`src/rtl/ext_uart_rx.sv`:
```
// ext_uart_rx: 8N1 serial receiver feeding a small byte FIFO that is read by
// the core through a ready/acknowledge handshake (cd/crda/cack).
//
// Ports:
//   clk          system clock, rising edge
//   reset        asynchronous active-low reset
//   rxd          serial line, idle high, asynchronous to clk
//   cd[7:0]      head-of-FIFO byte, valid while crda=1
//   crda         FIFO non-empty
//   cack         pop request, honoured only while crda=1
//   count        FIFO occupancy (DEPTH_LOG2+1 bits)
//   err_frame    one-cycle pulse: stop bit sampled low, byte discarded
//   err_overrun  one-cycle pulse: good byte dropped because the FIFO was full
//
// Parameters:
//   CLK_DIV      clock cycles per serial bit (>= 4)
//   DEPTH_LOG2   log2 of FIFO depth (>= 1)
module ext_uart_rx #(
    parameter int unsigned CLK_DIV    = 16,
    parameter int unsigned DEPTH_LOG2 = 2
) (
    input  logic                  clk,
    input  logic                  reset,
    input  logic                  rxd,
    output logic [7:0]            cd,
    output logic                  crda,
    input  logic                  cack,
    output logic [DEPTH_LOG2:0]   count,
    output logic                  err_frame,
    output logic                  err_overrun
);

    localparam int unsigned CW    = $clog2(CLK_DIV);
    localparam int unsigned DEPTH = 1 << DEPTH_LOG2;
    localparam int unsigned PW    = DEPTH_LOG2 + 1;
    localparam int unsigned AW    = DEPTH_LOG2;

    localparam logic [CW-1:0] HALF_RELOAD = CW'(CLK_DIV / 2 - 1);
    localparam logic [CW-1:0] BIT_RELOAD  = CW'(CLK_DIV - 1);
    localparam logic [PW-1:0] FULL_XOR    = PW'(DEPTH);

    typedef enum logic [1:0] {
        S_IDLE  = 2'd0,
        S_START = 2'd1,
        S_DATA  = 2'd2,
        S_STOP  = 2'd3
    } state_e;

    // ------------------------------------------------------------------
    // Registers
    // ------------------------------------------------------------------
    logic [1:0]                 sync_q,  sync_d;
    logic [1:0]                 prime_q, prime_d;
    logic                       armed_q, armed_d;
    state_e                     state_q, state_d;
    logic [CW-1:0]              cnt_q,   cnt_d;
    logic [2:0]                 idx_q,   idx_d;
    logic [7:0]                 shift_q, shift_d;
    logic [DEPTH-1:0][7:0]      mem_q,   mem_d;
    logic [PW-1:0]              wr_q,    wr_d;
    logic [PW-1:0]              rd_q,    rd_d;
    logic [7:0]                 cd_q,    cd_d;
    logic                       crda_q,  crda_d;
    logic [PW-1:0]              count_q, count_d;
    logic                       err_frame_q,   err_frame_d;
    logic                       err_overrun_q, err_overrun_d;

    // Combinational helpers
    logic rxs;
    logic cnt_zero;
    logic byte_done;
    logic frame_err;
    logic fifo_empty;
    logic fifo_full;
    logic pop;
    logic push;
    logic overrun;

    assign rxs = sync_q[1];

    // Two-flop synchroniser and start-detect arming. The synchroniser resets
    // to 1, so its reset value must be flushed before a high line can be
    // trusted; prime_q counts those two cycles.
    always_comb begin
        sync_d  = {sync_q[0], rxd};
        prime_d = {prime_q[0], 1'b1};
        armed_d = armed_q | (prime_q[1] & rxs);
    end

    // Receive FSM: next state, bit timing and data shift.
    always_comb begin
        cnt_zero  = (cnt_q == '0);
        state_d   = state_q;
        cnt_d     = cnt_zero ? cnt_q : cnt_q - CW'(1);
        idx_d     = idx_q;
        shift_d   = shift_q;
        byte_done = 1'b0;
        frame_err = 1'b0;

        case (state_q)
            S_IDLE: begin
                if (armed_q && !rxs) begin
                    state_d = S_START;
                    cnt_d   = HALF_RELOAD;
                end
            end
            S_START: begin
                if (cnt_zero) begin
                    if (rxs) begin
                        state_d = S_IDLE;
                    end else begin
                        state_d = S_DATA;
                        cnt_d   = BIT_RELOAD;
                        idx_d   = 3'd0;
                    end
                end
            end
            S_DATA: begin
                if (cnt_zero) begin
                    shift_d[idx_q] = rxs;
                    cnt_d          = BIT_RELOAD;
                    if (idx_q == 3'd7) begin
                        state_d = S_STOP;
                    end else begin
                        idx_d = idx_q + 3'd1;
                    end
                end
            end
            S_STOP: begin
                if (cnt_zero) begin
                    // Return to IDLE in the same cycle so back-to-back frames
                    // can re-arm on the very next low sample.
                    state_d = S_IDLE;
                    if (rxs) begin
                        byte_done = 1'b1;
                    end else begin
                        frame_err = 1'b1;
                    end
                end
            end
            default: begin
                state_d = S_IDLE;
            end
        endcase
    end

    // FIFO bookkeeping. A pop in the same cycle frees the slot for a push
    // even when full; the registered head byte and flags track next state.
    always_comb begin
        fifo_empty    = (wr_q == rd_q);
        fifo_full     = ((wr_q ^ rd_q) == FULL_XOR);
        pop           = cack & ~fifo_empty;
        push          = byte_done & (~fifo_full | pop);
        overrun       = byte_done & fifo_full & ~pop;

        mem_d = mem_q;
        if (push) begin
            mem_d[wr_q[AW-1:0]] = shift_q;
        end
        wr_d          = wr_q + PW'(push);
        rd_d          = rd_q + PW'(pop);
        cd_d          = mem_d[rd_d[AW-1:0]];
        crda_d        = (wr_d != rd_d);
        count_d       = wr_d - rd_d;
        err_frame_d   = frame_err;
        err_overrun_d = overrun;
    end

    // State register.
    always_ff @(posedge clk or negedge reset) begin
        if (!reset) begin
            sync_q        <= 2'b11;
            prime_q       <= 2'b00;
            armed_q       <= 1'b0;
            state_q       <= S_IDLE;
            cnt_q         <= '0;
            idx_q         <= 3'd0;
            shift_q       <= 8'h00;
            mem_q         <= '0;
            wr_q          <= '0;
            rd_q          <= '0;
            cd_q          <= 8'h00;
            crda_q        <= 1'b0;
            count_q       <= '0;
            err_frame_q   <= 1'b0;
            err_overrun_q <= 1'b0;
        end else begin
            sync_q        <= sync_d;
            prime_q       <= prime_d;
            armed_q       <= armed_d;
            state_q       <= state_d;
            cnt_q         <= cnt_d;
            idx_q         <= idx_d;
            shift_q       <= shift_d;
            mem_q         <= mem_d;
            wr_q          <= wr_d;
            rd_q          <= rd_d;
            cd_q          <= cd_d;
            crda_q        <= crda_d;
            count_q       <= count_d;
            err_frame_q   <= err_frame_d;
            err_overrun_q <= err_overrun_d;
        end
    end

    assign cd          = cd_q;
    assign crda        = crda_q;
    assign count       = count_q;
    assign err_frame   = err_frame_q;
    assign err_overrun = err_overrun_q;

endmodule

```
`config.mk`:
```
export PLATFORM = sky130hd
export DESIGN_NAME = ext_uart_rx
export DESIGN_NICKNAME = d
export VERILOG_FILES = /design/src/rtl/ext_uart_rx.sv
export SDC_FILE = /design/constraint.sdc
export NUM_CORES = 1
export LEC_CHECK = 0
export CORE_AREA = 10 10 73 137
export CTS_BUF_LIST = sky130_fd_sc_hd__clkbuf_4 sky130_fd_sc_hd__clkbuf_8 sky130_fd_sc_hd__clkbuf_16
export CTS_CLUSTER_SIZE = 40
export DETAILED_ROUTE_END_ITERATION = 10
export DIE_AREA = 0 0 83 147
export GPL_TIMING_DRIVEN = 0
export HOLD_SLACK_MARGIN = 0.05
export PLACE_DENSITY = 0.66
export SYNTH_ARGS = -nofsm -noshare
export SYNTH_HDL_FRONTEND = slang
export SYNTH_SLANG_ARGS = --single-unit
export TNS_END_PERCENT = 50
```
`constraint.sdc`:
```
create_clock -name clk -period 3.9 [get_ports clk]
set_clock_uncertainty 0.1 [all_clocks]
set_input_delay 0.78 -clock clk [delete_from_list [all_inputs] [get_ports clk]]
set_output_delay 0.78 -clock clk [all_outputs]
set_load 0.02 [all_outputs]
```
# Word-level counts from Yosys, hierarchy flattened
# Cells that the tools add are included.
# Widths: inputs -> output; s select.
[word_totals]
register_bits = 74
input_bits = 4
out_inout_bits = 14
[classes]
addsub = 5
n_lt_le_gt_ge = 5
n_eq_ne = 14
mux = 33
bitwise_logic = 11
reduce_logical = 10
[ops]
columns = ["operator", "count"]
rows = [
  ["$bwmux 32", 1],
  ["$mux 32", 1],
  ["$mux 4", 5],
  ["$bmux 8 s2", 1],
  ["$demux 8 s2", 1],
  ["$mux 8", 2],
  ["$ne 2x2->1 const B", 7],
  ["$mux 2", 6],
  ["$mux 3", 4],
  ["$pmux 4 s3", 1],
  ["$reduce_and 5->1", 2],
  ["$bwmux 8", 1],
  ["$pmux 2 s4", 1],
  ["$mux 1", 7],
  ["$add 3x1->3", 2],
  ["$eq 3x3->1 const B", 2],
  ["$lt 2x3->1 const B", 2],
  ["$pmux 3 s2", 1],
  ["$and 1x1->1", 5],
  ["$eq 2x2->1 const B", 2],
  ["$logic_not 4->1", 1],
  ["$lt 3x4->1 const B", 1],
  ["$sub 4x1->4 const B", 1],
  ["$add 3x1->3 const B", 1],
  ["other kinds (15)", 20],
]

# Longest topological paths before layout
# Gate-level depths: netlist (run 1).
[logic_depth]
word_depth = 8
ltp_mapped = 12
mapped_depth_nobuf = 11

# Worst setup path after synthesis (run 1)
# Ideal clock, no wire load.
[synth_path]
path_type = "input to register"
start = "input cack"
end = "register count_q[2], in the netlist count[2]"
setup_time_ns = 0.125
arrival_time_ns = 2.873
slack_ns = 0.802
cell_stages = 9
path_buffers = 2
cell_sequence = "nor4_1 clkbuf_1 buf_2 nor2_1 ha_1 ha_1 inv_1 fa_1 xnor2_1"
[synth_between]
elab_chain_cells = 5
elab_cells_between_ends = 6
cone_classes = "add/sub (3); bitwise (3)"
[synth_rtl]
columns = ["item", "line_no", "source"]
rows = [
  ["from (decl)", "27", "input logic cack,"],
  ["$and 1x1->1", "152", "pop = cack & ~fifo_empty;"],
  ["$or 1x1->1", "153", "push = byte_done & (~fifo_full | pop);"],
  ["$and 1x1->1", "153", ""],
  ["$add 3x1->3", "160", "wr_d = wr_q + PW'(push);"],
  ["net wr_d[1]", "60", "logic [PW-1:0] wr_q, wr_d;"],
  ["$sub 3x3->3", "164", "count_d = wr_d - rd_d;"],
  ["net count_d[2]", "64", "logic [PW-1:0] count_q, count_d;"],
  ["to (signal assigned)", "200", "count_q <= count_d;"],
  ["to (decl)", "64", ""],
]
# The timed path passes the listed nets, and every way through them passes these cells.
# A chain may end at the register's enable or synchronous reset.

# Final worst setup path (run 1)
# Same ends and word-level chain as after synthesis.

==> results.sh, run 1 <==
export IMPL_finalCritPeriodShare=0.921
export IMPL_synth_edf_count=0
export IMPL_fillCellCount=720
export IMPL_async_reset_ff_frac=1.00
export IMPL_synth_area_top_cells="dfrtp_1, mux2_2, nand2_1"
export IMPL_grt_ovfl_total=0
export IMPL_synth_seq_cells=74
export IMPL_grt_use_total=0.142
export IMPL_initial_utilization=0.484
export IMPL_wl_met2_mm=4.27
export IMPL_drc_errors=0
export IMPL_drive_gt1_frac=0.165
export IMPL_initialDrtViolationCount=228
export IMPL_worstMarginPinSlew_ns=1.08
export IMPL_cp_end_kind="register"
export IMPL_synth_top_cell_area_share=0.475
export IMPL_rsz0062_at_grt="false"
export IMPL_met3_length_um=287
export IMPL_drt_wl_total_mm=8.40
export IMPL_clk_latency_ns=0.33
export IMPL_synth_fp_nets=376
export IMPL_dp_cells=474
export IMPL_cts_tree="yes"
export IMPL_first_pass_iters=4
export IMPL_worstPathMaxFanout=10
export IMPL_wl_per_cell_um=17.1
export IMPL_required_ns=4.01
export IMPL_dp_hpwl_mm=6.04
export IMPL_gp_congestion=0.940
export IMPL_dieWidth_um=83
export IMPL_cts_buffers=9
export IMPL_numPortBuffers=17
export IMPL_clk_path_buf_depth=2
export IMPL_utilization=0.557
export IMPL_ir_worst_vdd_mv=0.366
export IMPL_worstPathArrival_ns=3.71
export IMPL_ys_types=48
export IMPL_avgViaCountPerCell=5.81
export IMPL_finalCriticalPeriod_ns=3.59
export IMPL_clock_fmax_mhz=278
export IMPL_ios=18
export IMPL_whs_ns=0.247
export IMPL_antenna_cells=0
export IMPL_report_final_slew_viol_count=0
export IMPL_core_area_um2=7830
export IMPL_rows=46
export IMPL_avgSynthCellArea_um2=10.5
export IMPL_post_cts_buffers=0
export IMPL_nNetsFinal=404
export IMPL_start_kind="input port"
export IMPL_met1_length_mm=3.52
export IMPL_crit_type="input port to register"
export IMPL_power_density_nw_per_um2=656
export IMPL_grt_pass1_vias=2907
export IMPL_clock_sinks=74
export IMPL_clkTransAtPathRegs_ns=0.06
export IMPL_status="complete, no violations"
export IMPL_hold_viol_final=0
export IMPL_grt_pass1_wl_mm=14.4
export IMPL_ant_nets=0
export IMPL_synth_ff_type="dfrtp_1"
export IMPL_antenna_found_initial=0
export IMPL_fp_dieH_um=147
export IMPL_hold_path_class="register to register"
export IMPL_fin_tns_setup_ns=0
export IMPL_syn_inst=361
export IMPL_netlist_area_um2=3790
export IMPL_fin_cells=490
export IMPL_synth_warnings=0
export IMPL_die_area_um2=12200
export IMPL_power_leakage_nw=1.88
export IMPL_max_cap_violations=0
export IMPL_yosys_area_top_type="dfrtp_1"
export IMPL_cts_max_level=3
export IMPL_synth_seq_area_share=0.489
export IMPL_top_layer="met4"
export IMPL_relSlewSlack=0.273
export IMPL_grt_max_degree=75
export IMPL_syn_to_final_growth_pct=15.0
export IMPL_cts_root_buf="clkbuf_16"
export IMPL_setup_viol=0
export IMPL_vias=2846
export IMPL_rrSetupSlack_ns=0.39
what timing repair did:
action                     CTS  global route
hold buffers                 0             0
gates resized for setup      0             2
setup endpoints to repair    0             3
synthesized netlist by cell type (2+ instances only):
| library cell | n |
|---|---|
| mux2i_1 | 10 |
| a22o_1 | 10 |
| xor2_1 | 4 |
| nor3_1 | 10 |
| a2111oi_1 | 6 |
| o21ai_0 | 5 |
| xnor2_1 | 3 |
| a21oi_1 | 11 |
| nor2_1 | 10 |
| nand3b_1 | 4 |
| a2111oi_2 | 2 |
| nor2b_1 | 20 |
| mux2_2 | 33 |
| nor4b_1 | 2 |
| buf_2 | 3 |
| dfrtp_1 | 72 |
| nand3_1 | 21 |
| inv_1 | 6 |
| or4_1 | 2 |
| dfstp_2 | 2 |
| nor2_2 | 2 |
| nor4_1 | 2 |
| a41oi_1 | 8 |
| or3_1 | 9 |
| nand2_1 | 52 |
| clkbuf_1 | 19 |
| nand2b_1 | 2 |
| ha_1 | 10 |
| o41ai_1 | 2 |
power by group:
part | internal [mW] | switching, mW | total, mW
Clock | 0.427 | 0.312 | 0.739
Combinational | 0.420 | 0.696 | 1.12
Sequential | 0.905 | 0.0966 | 1.00
Total | 1.75 | 1.11 | 2.86
flip-flops by register name (all words and copies together) (netlist names), named ones only:
register	flops
armed_q	1
cd	8
cnt_q	4
count	3
crda	1
err_frame	1
err_overrun	1
idx_q	3
mem_q	32
prime_q	2
rd_q	3
shift_q	8
state_q	1
sync_q	2
wr_q	3
final timing paths:
kind / startpoint / end / cells after the start
max in group asynchronous: reset / mem_q[30] / 1
hold reg to reg: prime_q[0] / prime_q[1] / 0
setup / recovery: cack / count[2] / 10
hold / removal: prime_q[0] / prime_q[1] / 0
min in group asynchronous: reset / cnt_q[2] / 1
setup reg to reg: wr_q[0] / cd[3] / 11
placed cells by master (no fill, tap or decap), types with 2 or more instances in the layout:
cell type / synthesis / layout
a2111oi_1: 6 / 6
a2111oi_2: 2 / 2
a21oi_1: 11 / 11
a22o_1: 10 / 10
a41oi_1: 8 / 8
buf_2: 3 / 3
buf_4: 1 / 2
clkbuf_1: 19 / 18
clkbuf_16: 0 / 9
clkdlybuf4s50_1: 0 / 16
clkinv_2: 0 / 3
clkinvlp_4: 0 / 3
dfrtp_1: 72 / 72
dfstp_2: 2 / 2
ha_1: 10 / 10
inv_1: 6 / 6
mux2_2: 33 / 33
mux2i_1: 10 / 10
nand2_1: 52 / 52
nand2b_1: 2 / 2
nand3_1: 21 / 21
nand3b_1: 4 / 4
nor2_1: 10 / 10
nor2_2: 2 / 2
nor2b_1: 20 / 20
nor3_1: 10 / 10
nor4_1: 2 / 2
o21ai_0: 5 / 5
o41ai_1: 2 / 2
or3_1: 9 / 9
or4_1: 2 / 2
xnor2_1: 3 / 3
xor2_1: 4 / 4
area by class of cell:
| cell class | count | area (um^2) | share of cell area |
|---|---|---|---|
| sequential | 74 | 1850 | 0.426 |
| multi-input combinational | 255 | 1810 | 0.416 |
| clock buffer | 9 | 225 | 0.0517 |
| timing repair buffer | 17 | 168 | 0.0385 |
| tap | 96 | 120 | 0.0276 |
| buffer | 24 | 98.8 | 0.0227 |
| clock inverter | 7 | 46.3 | 0.0106 |
| inverter | 8 | 32.5 | 0.00747 |
cells by family after synthesis:
group	share of synthesized area
compound gates	0.105
xor+xnor	0.0162
simple gates	0.192
buf+inv	0.0343
other cells	0.000989
fa+ha+maj	0.0383
flops	0.489
mux	0.124
metal layers:
metal / GRT usage / up-vias
met2: 0.236 / 67
met4: 0.0813 / 0
met1: 0.162 / 1406
met3: 0.0305 / 32
met5: 0 / -
li1: - / 1341
through the flow:
stage	power (mW)	worst slack, ns	area, um^2
floorplan	1.76	0.802	3790
global placement	2.09	-0.427	4080
detailed placement	2.13	-0.144	4080
CTS	2.87	0.191	4350
global route	3.05	0.0913	4360
finish	2.86	0.308	4360
worst max-delay path, cell delays in order:
cell             delay (ns)
clkdlybuf4s50_1        0.44
nor4_1                 0.60
clkbuf_1               0.38
buf_2                  0.30
nor2_1                 0.09
ha_1                   0.18
ha_1                   0.32
inv_1                  0.07
fa_1                   0.40
xnor2_1                0.14
Note: power is estimated with default switching activity, not from simulation.
==> inputs of run 2 (changes only) <==
--- a/config.mk
+++ b/config.mk
@@ -7,12 +7,13 @@
 export LEC_CHECK = 0
 export CORE_AREA = 10 10 73 137
 export CTS_BUF_LIST = sky130_fd_sc_hd__clkbuf_4 sky130_fd_sc_hd__clkbuf_8 sky130_fd_sc_hd__clkbuf_16
+export CTS_CLUSTER_DIAMETER = 40
 export CTS_CLUSTER_SIZE = 40
 export DETAILED_ROUTE_END_ITERATION = 10
 export DIE_AREA = 0 0 83 147
 export GPL_TIMING_DRIVEN = 0
 export HOLD_SLACK_MARGIN = 0.05
-export PLACE_DENSITY = 0.66
+export PLACE_DENSITY_LB_ADDON = 0.25
 export SYNTH_ARGS = -nofsm -noshare
 export SYNTH_HDL_FRONTEND = slang
 export SYNTH_SLANG_ARGS = --single-unit
==> results.sh, run 2 (same netlist as run 1, synthesis figures left out) <==
export IMPL_power_leakage_nw=1.89
export IMPL_dpl_instance_area_um2=4080
export IMPL_post_cts_buffers=0
export IMPL_status="complete, no violations"
export IMPL_syn_to_final_growth_pct=15.1
export IMPL_worstPathMaxFanout=10
export IMPL_avgViaCountPerCell=5.78
export IMPL_rsz0062_at_grt="false"
export IMPL_worstPathArrival_ns=3.77
export IMPL_required_ns=3.96
export IMPL_rows=46
export IMPL_crit_slowest_cell="a2111oi_1"
export IMPL_clk_path_buf_depth=2
export IMPL_antenna_found_initial=0
export IMPL_crit_chain="clkdlybuf4s50_1, a21boi_0, ha_1, ha_1, clkbuf_1, clkinv_1, a22o_1, a2111oi_1, a41oi_1"
export IMPL_vias=2834
export IMPL_max_cap_violations=0
export IMPL_largest_reg_flops=32
export IMPL_ios=18
export IMPL_drive_gt1_frac=0.160
export IMPL_cts_hold_fix_buffers=0
export IMPL_wl_per_cell_um=17.1
export IMPL_fp_dieH_um=147
export IMPL_gp_congestion=0.920
export IMPL_drt_wl_total_mm=8.36
export IMPL_cts_root_buf="clkbuf_16"
export IMPL_met3_length_um=322
export IMPL_hold_path_class="register to register"
export IMPL_power_density_nw_per_um2=662
export IMPL_dieWidth_um=83
export IMPL_clock_sinks=74
export IMPL_clkTransAtPathRegs_ns=0.06
export IMPL_first_pass_iters=4
export IMPL_finalCriticalPeriod_ns=3.70
export IMPL_grt_max_degree=75
export IMPL_drc_errors=0
export IMPL_dp_cells=474
export IMPL_clock_fmax_mhz=270
export IMPL_setup_viol=0
export IMPL_grt_use_total=0.137
export IMPL_dp_hpwl_mm=6.00
export IMPL_initial_utilization=0.484
export IMPL_crit_type="input port to register"
export IMPL_mostFrequentLayoutCells="dfrtp_1, nand2_1, mux2_2, nand3_1, nor2b_1"
export IMPL_final_common_cell="dfrtp_1"
export IMPL_ant_nets=0
export IMPL_grt_pass1_wl_mm=13.8
export IMPL_cts_max_level=3
export IMPL_cts_resized=0
export IMPL_cp_end_kind="register"
export IMPL_worstMarginPinSlew_ns=1.24
export IMPL_numPortBuffers=17
export IMPL_met1_length_mm=3.49
export IMPL_report_final_slew_viol_count=0
export IMPL_clk_latency_ns=0.34
export IMPL_start_kind="input port"
export IMPL_final_area_um2=4360
export IMPL_fin_cells=490
export IMPL_cts_buffers=9
export IMPL_core_area_um2=7830
export IMPL_fillCellCount=700
export IMPL_finalCritPeriodShare=0.950
export IMPL_relSlewSlack=0.162
export IMPL_wl_met2_mm=4.30
export IMPL_top_register="mem_q"
export IMPL_nNetsFinal=404
export IMPL_antenna_cells=0
export IMPL_top_layer="met4"
export IMPL_die_area_um2=12200
export IMPL_ir_worst_vdd_mv=0.356
export IMPL_critPathMaxStageDelay_ns=0.58
export IMPL_grt_pass1_vias=2831
export IMPL_cp_common_cell="ha_1"
export IMPL_grt_ovfl_total=0
export IMPL_initialDrtViolationCount=294
export IMPL_hold_viol_final=0
export IMPL_cts_tree="yes"
export IMPL_finalPower_mw=2.89
[run 2: power breakdown]
| part | leakage [nW] | switching (mW) | internal, mW |
|---|---|---|---|
| Sequential | 0.974 | 0.0967 | 0.905 |
| Clock | 0.140 | 0.315 | 0.458 |
| Combinational | 0.774 | 0.698 | 0.415 |
[run 2: worst max-delay path: cells and delay by family]
family                   cells  cell delay (ns)
AO/OA/AOI/OAI                4             1.16
adder cells (fa/ha/maj)      2             0.60
buffers and inverters        3             1.22
[run 2: path summary, 6_finish.rpt]
path | startpoint | endpoint | slack, ns | cells after the start
worst max-delay path | cack | cd[2] | 0.20 | 9
worst min-delay path | prime_q[0] | prime_q[1] | 0.25 | 0
worst max register to register | wr_q[0] | cd[2] | 0.26 | 11
worst min register to register | prime_q[0] | prime_q[1] | 0.25 | 0
max in group asynchronous | reset | mem_q[16] | 2.65 | 1
min in group asynchronous | reset | cnt_q[3] | 0.45 | 1
[run 2: layout make-up]
type,count,area [um^2],share of cell area
buffer,24,97.6,0.0224
clock buffer,11,246,0.0565
clock inverter,5,38.8,0.00889
inverter,8,32.5,0.00746
multi-input combinational,255,1810,0.414
sequential,74,1850,0.425
tap,96,120,0.0275
timing repair buffer,17,168,0.0384
[run 2: layer usage]
metal | vias up | GRT usage
li1 | 1345 | -
met3 | 19 | 0.0382
met4 | 0 | 0.0693
met1 | 1415 | 0.157
met2 | 55 | 0.227
met5 | - | 0
[run 2: metrics by stage]
| step | hold WS, ns | utilization | worst slack [ns] | TNS [ns] |
|---|---|---|---|---|
| after floorplan | 0.231 | - | 0.802 | 0 |
| after global placement | 0.235 | 0.521 | -0.410 | -29.32 |
| after detailed placement | 0.236 | 0.521 | -0.0682 | -0.254 |
| after CTS | 0.250 | 0.557 | 0.277 | 0 |
| after global routing | 0.256 | 0.557 | 0.0302 | 0 |
| final | 0.250 | 0.557 | 0.196 | 0 |
==> inputs of run 3 (changes only) <==
--- a/config.mk
+++ b/config.mk
@@ -11,7 +11,6 @@
 export CTS_CLUSTER_SIZE = 40
 export DETAILED_ROUTE_END_ITERATION = 10
 export DIE_AREA = 0 0 83 147
-export GPL_TIMING_DRIVEN = 0
 export HOLD_SLACK_MARGIN = 0.05
 export PLACE_DENSITY_LB_ADDON = 0.25
 export SYNTH_ARGS = -nofsm -noshare
==> results.sh, run 3 (same netlist as run 1, synthesis figures left out) <==
export IMPL_crit_type="input port to register"
export IMPL_dpl_instance_area_um2=4050
export IMPL_wl_per_cell_um=17.5
export IMPL_required_ns=3.97
export IMPL_clock_power_share=0.265
export IMPL_power_leakage_nw=1.88
export IMPL_start_kind="input port"
export IMPL_drive_gt1_frac=0.178
export IMPL_numPortBuffers=17
export IMPL_worstRegToRegCells=8
export IMPL_cp_common_cell="ha_1"
export IMPL_cts_hold_fix_buffers=0
export IMPL_clock_fmax_mhz=326
export IMPL_crit_chain="clkdlybuf4s50_1, a21boi_0, ha_1, ha_1, clkinv_1, a22o_1, a2111oi_1, a41oi_1"
export IMPL_finalCritPeriodShare=0.786
export IMPL_hold_viol_final=0
export IMPL_post_cts_buffers=0
export IMPL_cts_root_buf="clkbuf_16"
export IMPL_drc_errors=0
export IMPL_ios=18
export IMPL_status="complete, no violations"
export IMPL_regArea_um2=1850
export IMPL_antenna_found_initial=0
export IMPL_fillCellCount=741
export IMPL_pwr_share_comb=0.370
export IMPL_rows=46
export IMPL_setup_viol=0
export IMPL_dp_hpwl_mm=5.53
export IMPL_rsz0062_at_grt="false"
export IMPL_cts_resized=0
export IMPL_clk_path_buf_depth=2
export IMPL_swShare=0.374
export IMPL_cp_end_kind="register"
export IMPL_finalPower_mw=2.85
export IMPL_mostFrequentLayoutCells="dfrtp_1, nand2_1, mux2_2, nand3_1, nor2b_1"
export IMPL_internal_power_mw=1.78
export IMPL_worstPathArrival_ns=3.14
export IMPL_cts_max_level=3
export IMPL_cts_tree="yes"
export IMPL_final_area_um2=4330
export IMPL_drt_wl_total_mm=8.27
export IMPL_ir_worst_vdd_mv=0.372
export IMPL_pwr_share_seq=0.365
export IMPL_initialDrtViolationCount=211
export IMPL_first_pass_iters=5
export IMPL_fin_tns_setup_ns=0
export IMPL_grt_ovfl_total=0
export IMPL_hold_depth=0
export IMPL_relSlewSlack=0.394
export IMPL_switchingPower_mw=1.07
export IMPL_report_final_slew_viol_count=0
export IMPL_clock_sinks=74
export IMPL_nNetsFinal=386
export IMPL_final_common_cell="dfrtp_1"
export IMPL_finalCriticalPeriod_ns=3.07
export IMPL_clk_latency_ns=0.34
export IMPL_dieWidth_um=83
export IMPL_vias=2754
export IMPL_largest_reg_flops=32
export IMPL_clkTransAtPathRegs_ns=0.06
export IMPL_grt_use_total=0.139
export IMPL_rrSetupSlack_ns=0.84
export IMPL_max_cap_violations=0
export IMPL_grt_pass1_vias=2783
export IMPL_cts_buffers=9
export IMPL_fp_dieH_um=147
export IMPL_initial_utilization=0.484
export IMPL_syn_to_final_growth_pct=14.2
export IMPL_critPathMaxStageDelay_ns=0.44
export IMPL_core_area_um2=7830
export IMPL_utilization=0.553
export IMPL_die_area_um2=12200
export IMPL_worstMarginPinSlew_ns=0.908
export IMPL_hold_start="prime_q[0]"
export IMPL_hold_path_class="register to register"
export IMPL_top_register="mem_q"
export IMPL_hold_path_end="prime_q[1]"
export IMPL_power_density_nw_per_um2=659
export IMPL_worstPathMaxFanout=9
export IMPL_multi_input_area_um2=1820
export IMPL_whs_ns=0.250
export IMPL_crit_slowest_cell="clkdlybuf4s50_1"
export IMPL_grt_pass1_wl_mm=13.9
export IMPL_antenna_cells=0
export IMPL_gp_congestion=0.812
export IMPL_r2r_start="cnt_q[0]"
export IMPL_grt_max_degree=75
export IMPL_worstReg2RegEnd="cd[0]"
export IMPL_avgViaCountPerCell=5.83
export IMPL_ant_nets=0
==> run 3: through the flow <==
| step | setup slack (ns) | cells |
|---|---|---|
| floorplan | 0.802 | 361 |
| global placement | 0.576 | 456 |
| detailed placement | 0.516 | 456 |
| CTS | 0.843 | 472 |
| global route | 0.636 | 472 |
| finish | 0.834 | 472 |
==> run 3: power groups by stage <==
stage,combinational [mW],clock (mW),sequential [mW]
2_1_floorplan,0.703,0,1.06
3_3_place_gp,1.03,0,1.04
3_5_place_dp,1.06,0,1.05
4_1_cts,1.07,0.777,1.04
5_1_grt,1.16,0.818,1.06
6_report,1.06,0.755,1.04
==> run 3: routing by layer <==
metal  routed length, um  vias to the layer above  part of all wire  track usage
met4                 105                        0             0.013       0.0634
met3                 410                        9             0.050       0.0360
met1                3460                     1378              0.42        0.162
met2                4290                       64              0.52        0.231
li1                    -                     1303                 -            -
met5                   0                        -                 0            0
==> run 3: final cells by class <==
cell class	instances	area share
Timing Repair Buffer	23	0.0521
Sequential cell	74	0.429
Clock inverter	5	0.00694
Tap cell	96	0.0278
Inverter	8	0.00752
Multi-Input combinational cell	255	0.420
Clock buffer	11	0.0570
==> run 3: worst max-delay path: cells and delay by family <==
family	cells	cell delay, ns
compound gates	4	0.99
buf+inv	2	0.77
fa+ha+maj	2	0.59
==> run 3: how the worst max path moves through the flow <==
stage / from / endpoint / slack [ns] / depth (start not counted)
after global placement: cack / cd[4] / 0.58 / 8
after CTS: cnt_q[0] / cd[5] / 0.84 / 8
after detailed placement: cack / cd[0] / 0.52 / 8
after global routing: cnt_q[0] / cd[4] / 0.64 / 8
final: cack / cd[4] / 0.83 / 8
after floorplan: cack / count[2] / 0.80 / 9
